===== src/rtl/drink_ctrl.sv =====
// -----------------------------------------------------------------------------
// drink_ctrl -- vending controller for the drink machine.
//
// Debounces the coin5 / coin10 / cancel buttons on the 20 ms tick, accumulates
// credit, and sequences dispense, change and refund through a four-state FSM
// (IDLE, COLLECT, DISPENSE, REFUND). The ticks are clock enables, not clocks.
//
// Ports
//   CP           in   system clock, rising edge
//   CR           in   synchronous active-high reset, overrides everything
//   tick_20ms    in   one-cycle enable, 50 Hz (debounce sampling)
//   tick_1s      in   one-cycle enable, 1 Hz (dispense / timeout timers)
//   coin5        in   raw 5-unit coin button
//   coin10       in   raw 10-unit coin button
//   cancel       in   raw cancel button
//   amount       out  current credit (8-bit unsigned)
//   dispense     out  drink valve on
//   change       out  change / refund value, qualified by change_valid
//   change_valid out  one-cycle pulse
//   busy         out  high in every state except IDLE
// -----------------------------------------------------------------------------
module drink_ctrl #(
  parameter int unsigned PRICE      = 25,
  parameter int unsigned DISPENSE_S = 3,
  parameter int unsigned TIMEOUT_S  = 10
) (
  input  logic       CP,
  input  logic       CR,
  input  logic       tick_20ms,
  input  logic       tick_1s,
  input  logic       coin5,
  input  logic       coin10,
  input  logic       cancel,
  output logic [7:0] amount,
  output logic       dispense,
  output logic [7:0] change,
  output logic       change_valid,
  output logic       busy
);

  localparam int TW = 16;
  localparam logic [7:0]    PRICE_C = 8'(PRICE);
  localparam logic [TW-1:0] DISP_LAST = TW'(DISPENSE_S - 1);
  localparam logic [TW-1:0] TOUT_LAST = TW'(TIMEOUT_S - 1);

  typedef enum logic [1:0] {IDLE, COLLECT, DISPENSE, REFUND} state_t;

  // ---------------------------------------------------------------------------
  // Debounce: bit 0 = coin5, bit 1 = coin10, bit 2 = cancel
  // ---------------------------------------------------------------------------
  logic [2:0] raw;
  logic [2:0] evt;

  assign raw = {cancel, coin10, coin5};

  generate
    for (genvar gi = 0; gi < 3; gi++) begin : g_db
      logic smp_q;
      logic stb_q;
      logic evt_q;

      always_ff @(posedge CP) begin
        if (CR) begin
          smp_q <= 1'b0;
          stb_q <= 1'b0;
          evt_q <= 1'b0;
        end else begin
          evt_q <= 1'b0;
          if (tick_20ms) begin
            smp_q <= raw[gi];
            // Level must match on two consecutive ticks before it is accepted;
            // the event fires on the same edge stb goes 0->1.
            if (smp_q == raw[gi]) begin
              stb_q <= raw[gi];
              evt_q <= raw[gi] & ~stb_q;
            end
          end
        end
      end

      assign evt[gi] = evt_q;
    end
  endgenerate

  logic       coin5_ev, coin10_ev, cancel_ev, coin_any;
  logic [7:0] coin_val;

  assign coin5_ev  = evt[0];
  assign coin10_ev = evt[1];
  assign cancel_ev = evt[2];
  assign coin_any  = coin5_ev | coin10_ev;
  assign coin_val  = (coin5_ev ? 8'd5 : 8'd0) + (coin10_ev ? 8'd10 : 8'd0);

  // ---------------------------------------------------------------------------
  // FSM + datapath
  // ---------------------------------------------------------------------------
  state_t        state_q, state_d;
  logic [7:0]    amount_q, amount_d;
  logic [7:0]    change_q, change_d;
  logic [TW-1:0] timer_q, timer_d;
  logic          dispense_q, dispense_d;
  logic          change_valid_q, change_valid_d;
  logic          busy_q, busy_d;
  logic [7:0]    sum;

  // State register
  always_ff @(posedge CP) begin
    if (CR) begin
      state_q        <= IDLE;
      amount_q       <= 8'd0;
      change_q       <= 8'd0;
      timer_q        <= '0;
      dispense_q     <= 1'b0;
      change_valid_q <= 1'b0;
      busy_q         <= 1'b0;
    end else begin
      state_q        <= state_d;
      amount_q       <= amount_d;
      change_q       <= change_d;
      timer_q        <= timer_d;
      dispense_q     <= dispense_d;
      change_valid_q <= change_valid_d;
      busy_q         <= busy_d;
    end
  end

  // Next state and datapath
  always_comb begin
    state_d  = state_q;
    amount_d = amount_q;
    change_d = change_q;
    timer_d  = timer_q;
    sum      = amount_q + coin_val;

    case (state_q)
      IDLE: begin
        amount_d = 8'd0;
        timer_d  = '0;
        if (coin_any) begin
          amount_d = coin_val;
          state_d  = COLLECT;
        end
      end

      COLLECT: begin
        if (cancel_ev) begin
          change_d = sum;
          amount_d = sum;
          state_d  = REFUND;
        end else if (sum >= PRICE_C) begin
          change_d = sum - PRICE_C;
          amount_d = sum;
          timer_d  = '0;
          state_d  = DISPENSE;
        end else if (coin_any) begin
          // A coin on the final timeout tick still wins and restarts the timer.
          amount_d = sum;
          timer_d  = '0;
        end else if (tick_1s) begin
          if (timer_q == TOUT_LAST) begin
            change_d = amount_q;
            state_d  = REFUND;
          end else begin
            timer_d = timer_q + 1'b1;
          end
        end
      end

      DISPENSE: begin
        // Button events are swallowed here; only the seconds tick matters.
        if (tick_1s) begin
          if (timer_q == DISP_LAST) begin
            amount_d = 8'd0;
            timer_d  = '0;
            state_d  = IDLE;
          end else begin
            timer_d = timer_q + 1'b1;
          end
        end
      end

      REFUND: begin
        amount_d = 8'd0;
        timer_d  = '0;
        state_d  = IDLE;
      end

      default: state_d = IDLE;
    endcase
  end

  // Outputs: registered decodes of the next state so they line up with state_q
  always_comb begin
    busy_d         = (state_d != IDLE);
    dispense_d     = (state_d == DISPENSE);
    change_valid_d = (state_d == REFUND) ||
                     ((state_q == DISPENSE) && (state_d == IDLE));
  end

  assign amount       = amount_q;
  assign dispense     = dispense_q;
  assign change       = change_q;
  assign change_valid = change_valid_q;
  assign busy         = busy_q;

endmodule


===== config.mk =====
export PLATFORM = sky130hd
export DESIGN_NAME = drink_ctrl
export DESIGN_NICKNAME = d
export VERILOG_FILES = /design/src/rtl/drink_ctrl.sv
export SDC_FILE = /design/constraint.sdc
export NUM_CORES = 1
export LEC_CHECK = 0
export CAP_MARGIN = 15
export CORE_MARGIN = 3
export CORE_UTILIZATION = 59
export CTS_CLUSTER_DIAMETER = 40
export CTS_CLUSTER_SIZE = 40
export DETAILED_ROUTE_END_ITERATION = 7
export HOLD_SLACK_MARGIN = 0.03
export PLACE_DENSITY = 0.86
export SYNTH_ARGS = -nofsm -noshare
export SYNTH_HDL_FRONTEND = slang
export SYNTH_SLANG_ARGS = --single-unit

===== constraint.sdc =====
create_clock -name CP -period 9.3 [get_ports CP]
set_input_delay 1.86 -clock CP [delete_from_list [all_inputs] [get_ports CP]]
set_output_delay 1.86 -clock CP [all_outputs]
set_load 0.01 [all_outputs]

* Word level (Yosys, flattened, before mapping)
Cells that the tools add are included.
Cells by class: reduce and logical (&&, ||, !) cells 17, bitwise logic cells 11, magnitude comparators 1, multiplexer cells 31, add/sub/neg operators 4, equality and inequality tests 17
Operators with widths (number):
- $mux 16 | 7
- $mux 8 | 10
- $pmux 16 s3 | 1
- $pmux 8 s4 | 1
- $add 16x1->16 const B | 1
- $eq 16x2->1 const B | 1
- $eq 16x4->1 const B | 1
- $mux 2 | 8
- $ne 4x4->1 const B | 3
- $reduce_or 3->1 | 3
- $add 8x5->8 | 1
- $eq 2x2->1 const B | 4
- $ge 8x5->1 const B | 1
- $pmux 2 s4 | 1
- $reduce_and 4->1 | 2
- $sub 8x5->8 const B | 1
- $not 1->1 | 7
- $ne 2x2->1 const B | 3
- $reduce_and 2->1 | 3
- $reduce_bool 3->1 | 2
- $add 3x4->5 | 1
- $mux 5 | 1
- $logic_not 2->1 | 2
- $mux 4 | 1
- 11 further kinds | 15
Word-level totals: bits of input ports 7, register bits 46, logic and storage cells 97

* Logic depth before layout (Yosys ltp)
depth after elaboration 10, depth in mapped cells 11

* Worst setup path before layout
No wires, ideal clock.
kind input -> register, start input port tick_1s, end register timer_q[9], path buffers 1, data required time 9230 ps, cell stages on the path 7, data arrival time 2984 ps, setup slack 6247 ps, path through a2bb2oi_1 > nand2_1 > nor3_1 > o31ai_1 > buf_2 > or3_1 > a21oi_1
Between the ends: cells in the longest elaborated chain, start to end 2
Ends and longest elaborated chain:
- from (decl) | line 30 | input logic tick_1s,
- $ne 4x4->1 (no source line) / $ne 2x2->1 (equally long branches)
- $reduce_and 4->1 (no source line) *
- to (signal assigned) | line 120 | timer_q <= timer_d;
- to (decl) | line 100 | logic [TW-1:0] timer_q, timer_d;
Every way passes the cells marked *; elsewhere a longest branch is shown, timed or not. A chain may end at the register's enable or synchronous reset.

* Worst setup path after layout
start input port tick_1s, end register timer_q[14]
Same word-level chain as after synthesis.

==> results.yml <==
timing:
  final_hold_viol_count: 0
  slew_violations: 0
  clock_skew_ns: 0.00415
  setup_viol: 0
  max-slew-margin-rel_pct: 26.0
  rsz0062_at_grt: "false"
  period_share_pct: 40.6
  finalSetupTns_ns: 0
  max_freq_mhz: 265
  fin_worst_hold_slack_ns: 0.451
  worst_pin_slew_ns: 1.10
  period_minus_slack_ns: 3.78
setup_path:
  path_cells: "clkdlybuf4s50_1 > inv_1 > nor2_1 > a31o_2 > nand2_1 > o21ai_1 > o21ba_2"
  crit_path_top_delay_cell: "o21ai_1"
  critPathRequiredTime_ns: 9.51
  criticalPathCategory: "input pin to flip-flop"
  slowest_delay_ns: 0.86
  critPathTopFamily: "compound AO/OA/AOI/OAI gates"
  end_kind: "flip-flop"
  critPathBufInv: 2
  critPathArrivalTime_ns: 3.99
  crit_fanout: 16
  start_kind: "input pin"
yosys:
  ys.flop_type: "dfxtp_1"
  synth_common_cells: "dfxtp_1, a21oi_1, nand2_1, nor2_1, o21ai_0"
  syn_inst: 335
  yosysWarnings: 0
  synth_area_leaders: "dfxtp_1, a21oi_1, ha_1"
  syn_nets: 352
  synth_edf_count: 0
  avgSynthCellArea_um2: 8.25
  yosys.area.top_type: "dfxtp_1"
  ys_seq_area_share_pct: 33.3
  async_flop_share_pct: 0
  synth_cell_types: 64
  synth_top_area_share_pct: 33.3
  synth-seq-cells: 46
  syn_area_um2: 2760
  synth.most_common_cell: "dfxtp_1"
hold_path:
  holdCritPathClass: "flip-flop to flip-flop"
finish:
  nFillCells: 374
  syn_to_final_growth_pct: 12.2
  final_util_pct: 69.8
  drive_gt1_share_pct: 7.06
  antenna_cells: 0
  nNetsFinal: 370
grt:
  grt_pass1_wl_um: 10800
  grt_overflow_total: 0
  grt_start_max_net_pins: 33
  first_global_vias: 2316
  antenna_found_initial: 0
  track_usage_pct: 24.5
clock_network:
  clkSlewWorstSetupHoldPaths_ns: 0.10
  cts_sinks: 46
  insertion_delay_ns: 0.31
  root_buffer: "clkbuf_8"
  cts_hold_buf: 0
  post_cts.repair.setup_buffers: 0
  cts_resized: 0
  htree_levels: 2
  cts_tree: "done"
  numCtsBuffers: 5
  cts_buffer_depth: 2
route:
  vias: 2547
  viasPerCell: 6.27
  drc: 0
  drt_first_pass_iters: 5
  ant_nets: 0
  drt_iter0_drc: 258
  routed_wl_um: 6260
  wl_per_cell_um: 15.4
floorplan:
  die_h_um: 74.4
  rows: 24
  initial_core_util_pct: 62.2
  die_area_um2: 5540
  coreArea_um2: 4440
  pin_count: 26
  die_w_um: 74.4
outcome:
  status: "complete, no violations"
power_and_ir_drop:
  power.net_switching_uw: 93.2
  combPwrFrac_pct: 6.7
  p_int_uw: 263
  ir_drop_uv: 70.2
  power.total_uw: 356
  power.leakage_nw: 1.13
  sw_frac_of_total_pct: 26.1
  pwr-share-clk_pct: 36.8
  seq_power_share_pct: 56.5
  p_per_area_nw_per_um2: 115
placed_design:
  place_congestion: 0.912
  io_buffers: 25
  dp_hpwl_um: 4390
job:
  maxCapViolCount: 0
[cells by family after synthesis]
group	Yosys count	synth area share (%)
flip-flops	46	33.3
AO/OA/AOI/OAI	101	26.3
AND/OR/NAND/NOR	129	24.9
XOR/XNOR	8	2.53
buffers and inverters	34	5.66
adder cells (fa/ha/maj)	10	4.80
multiplexers	7	2.54
[worst paths after layout]
kind            startpoint     endpoint  slack [ns]  depth (start not counted)
max                tick_1s  timer_q[14]        5.52                          7
min          g_db[2].stb_q    cancel_ev        0.45                          1
max reg2reg       coin5_ev    change[2]        5.62                          9
min reg2reg  g_db[2].stb_q    cancel_ev        0.45                          1
[routing by layer]
layer,vias to the layer above,global-route usage (%),wire length (µm)
met5,-,0,0
met4,0,6.52,106
met3,13,4.86,422
met2,90,38.1,2740
met1,1169,34.8,2980
li1,1275,-,-
[sequential cells by signal (all words and copies together), names as in the netlist, 2 cells and up]
register	cells
amount	8
change	8
g_db.stb_q	3
state_q	2
timer_q	16
g_db.smp_q	3
[area by class of cell]
type | instances | area [µm²] | area share [%]
clock buffers | 5 | 68.8 | 2.22
repair buffers | 29 | 275 | 8.88
well taps | 52 | 65.1 | 2.10
flip-flops and latches | 46 | 921 | 29.7
clock inverters | 3 | 23.8 | 0.767
inverters | 16 | 60.1 | 1.94
multi-input cells | 255 | 1690 | 54.4
[layout by cell type (no fill, tap or decap), drive strengths merged, types with 3 or more instances in the layout]
master         instances
inv                   17
nand2                 28
clkdlybuf4s50         25
mux2i                  7
a32o                   3
clkbuf                 5
a21o                   6
or3                   12
o41ai                  3
o21ai                 20
dfxtp                 46
nand2b                 4
xnor2                  4
a211oi                 5
nor3                  16
ha                     9
or4                    3
nor2                  26
a221oi                 6
nand3                  9
or2                    3
a21oi                 27
nor2b                  8
o31ai                  6
nor4                   5
xor2                   4
and3                   4
buf                    4
nand4                  4
[per-stage QoR]
step | setup slack, ns | instance area, µm² | cells
2_1_floorplan | 6.25 | 2760 | 335
3_3_place_gp | 5.30 | 3000 | 396
3_5_place_dp | 5.25 | 3000 | 396
4_1_cts | 5.58 | 3090 | 404
5_1_grt | 5.32 | 3100 | 406
6_report | 5.52 | 3100 | 406
[worst reg2reg max path, delay by kind of cell (launching register included)]
| kind | cells | cell delay, ns |
|---|---|---|
| adder cells (fa/ha/maj) | 2 | 0.72 |
| AND/OR/NAND/NOR | 2 | 0.31 |
| flip-flops | 1 | 0.39 |
| AO/OA/AOI/OAI | 5 | 2.15 |
[power groups by stage]
stage | combinational [mW] | clock (mW) | sequential, mW
finish | 0.0238 | 0.131 | 0.202
global route | 0.0262 | 0.141 | 0.202
CTS | 0.0237 | 0.131 | 0.201
detailed placement | 0.0235 | 0 | 0.206
global placement | 0.0231 | 0 | 0.206
floorplan | 0.0161 | 0 | 0.205
No activity file was read; power rests on OpenSTA's default activity.
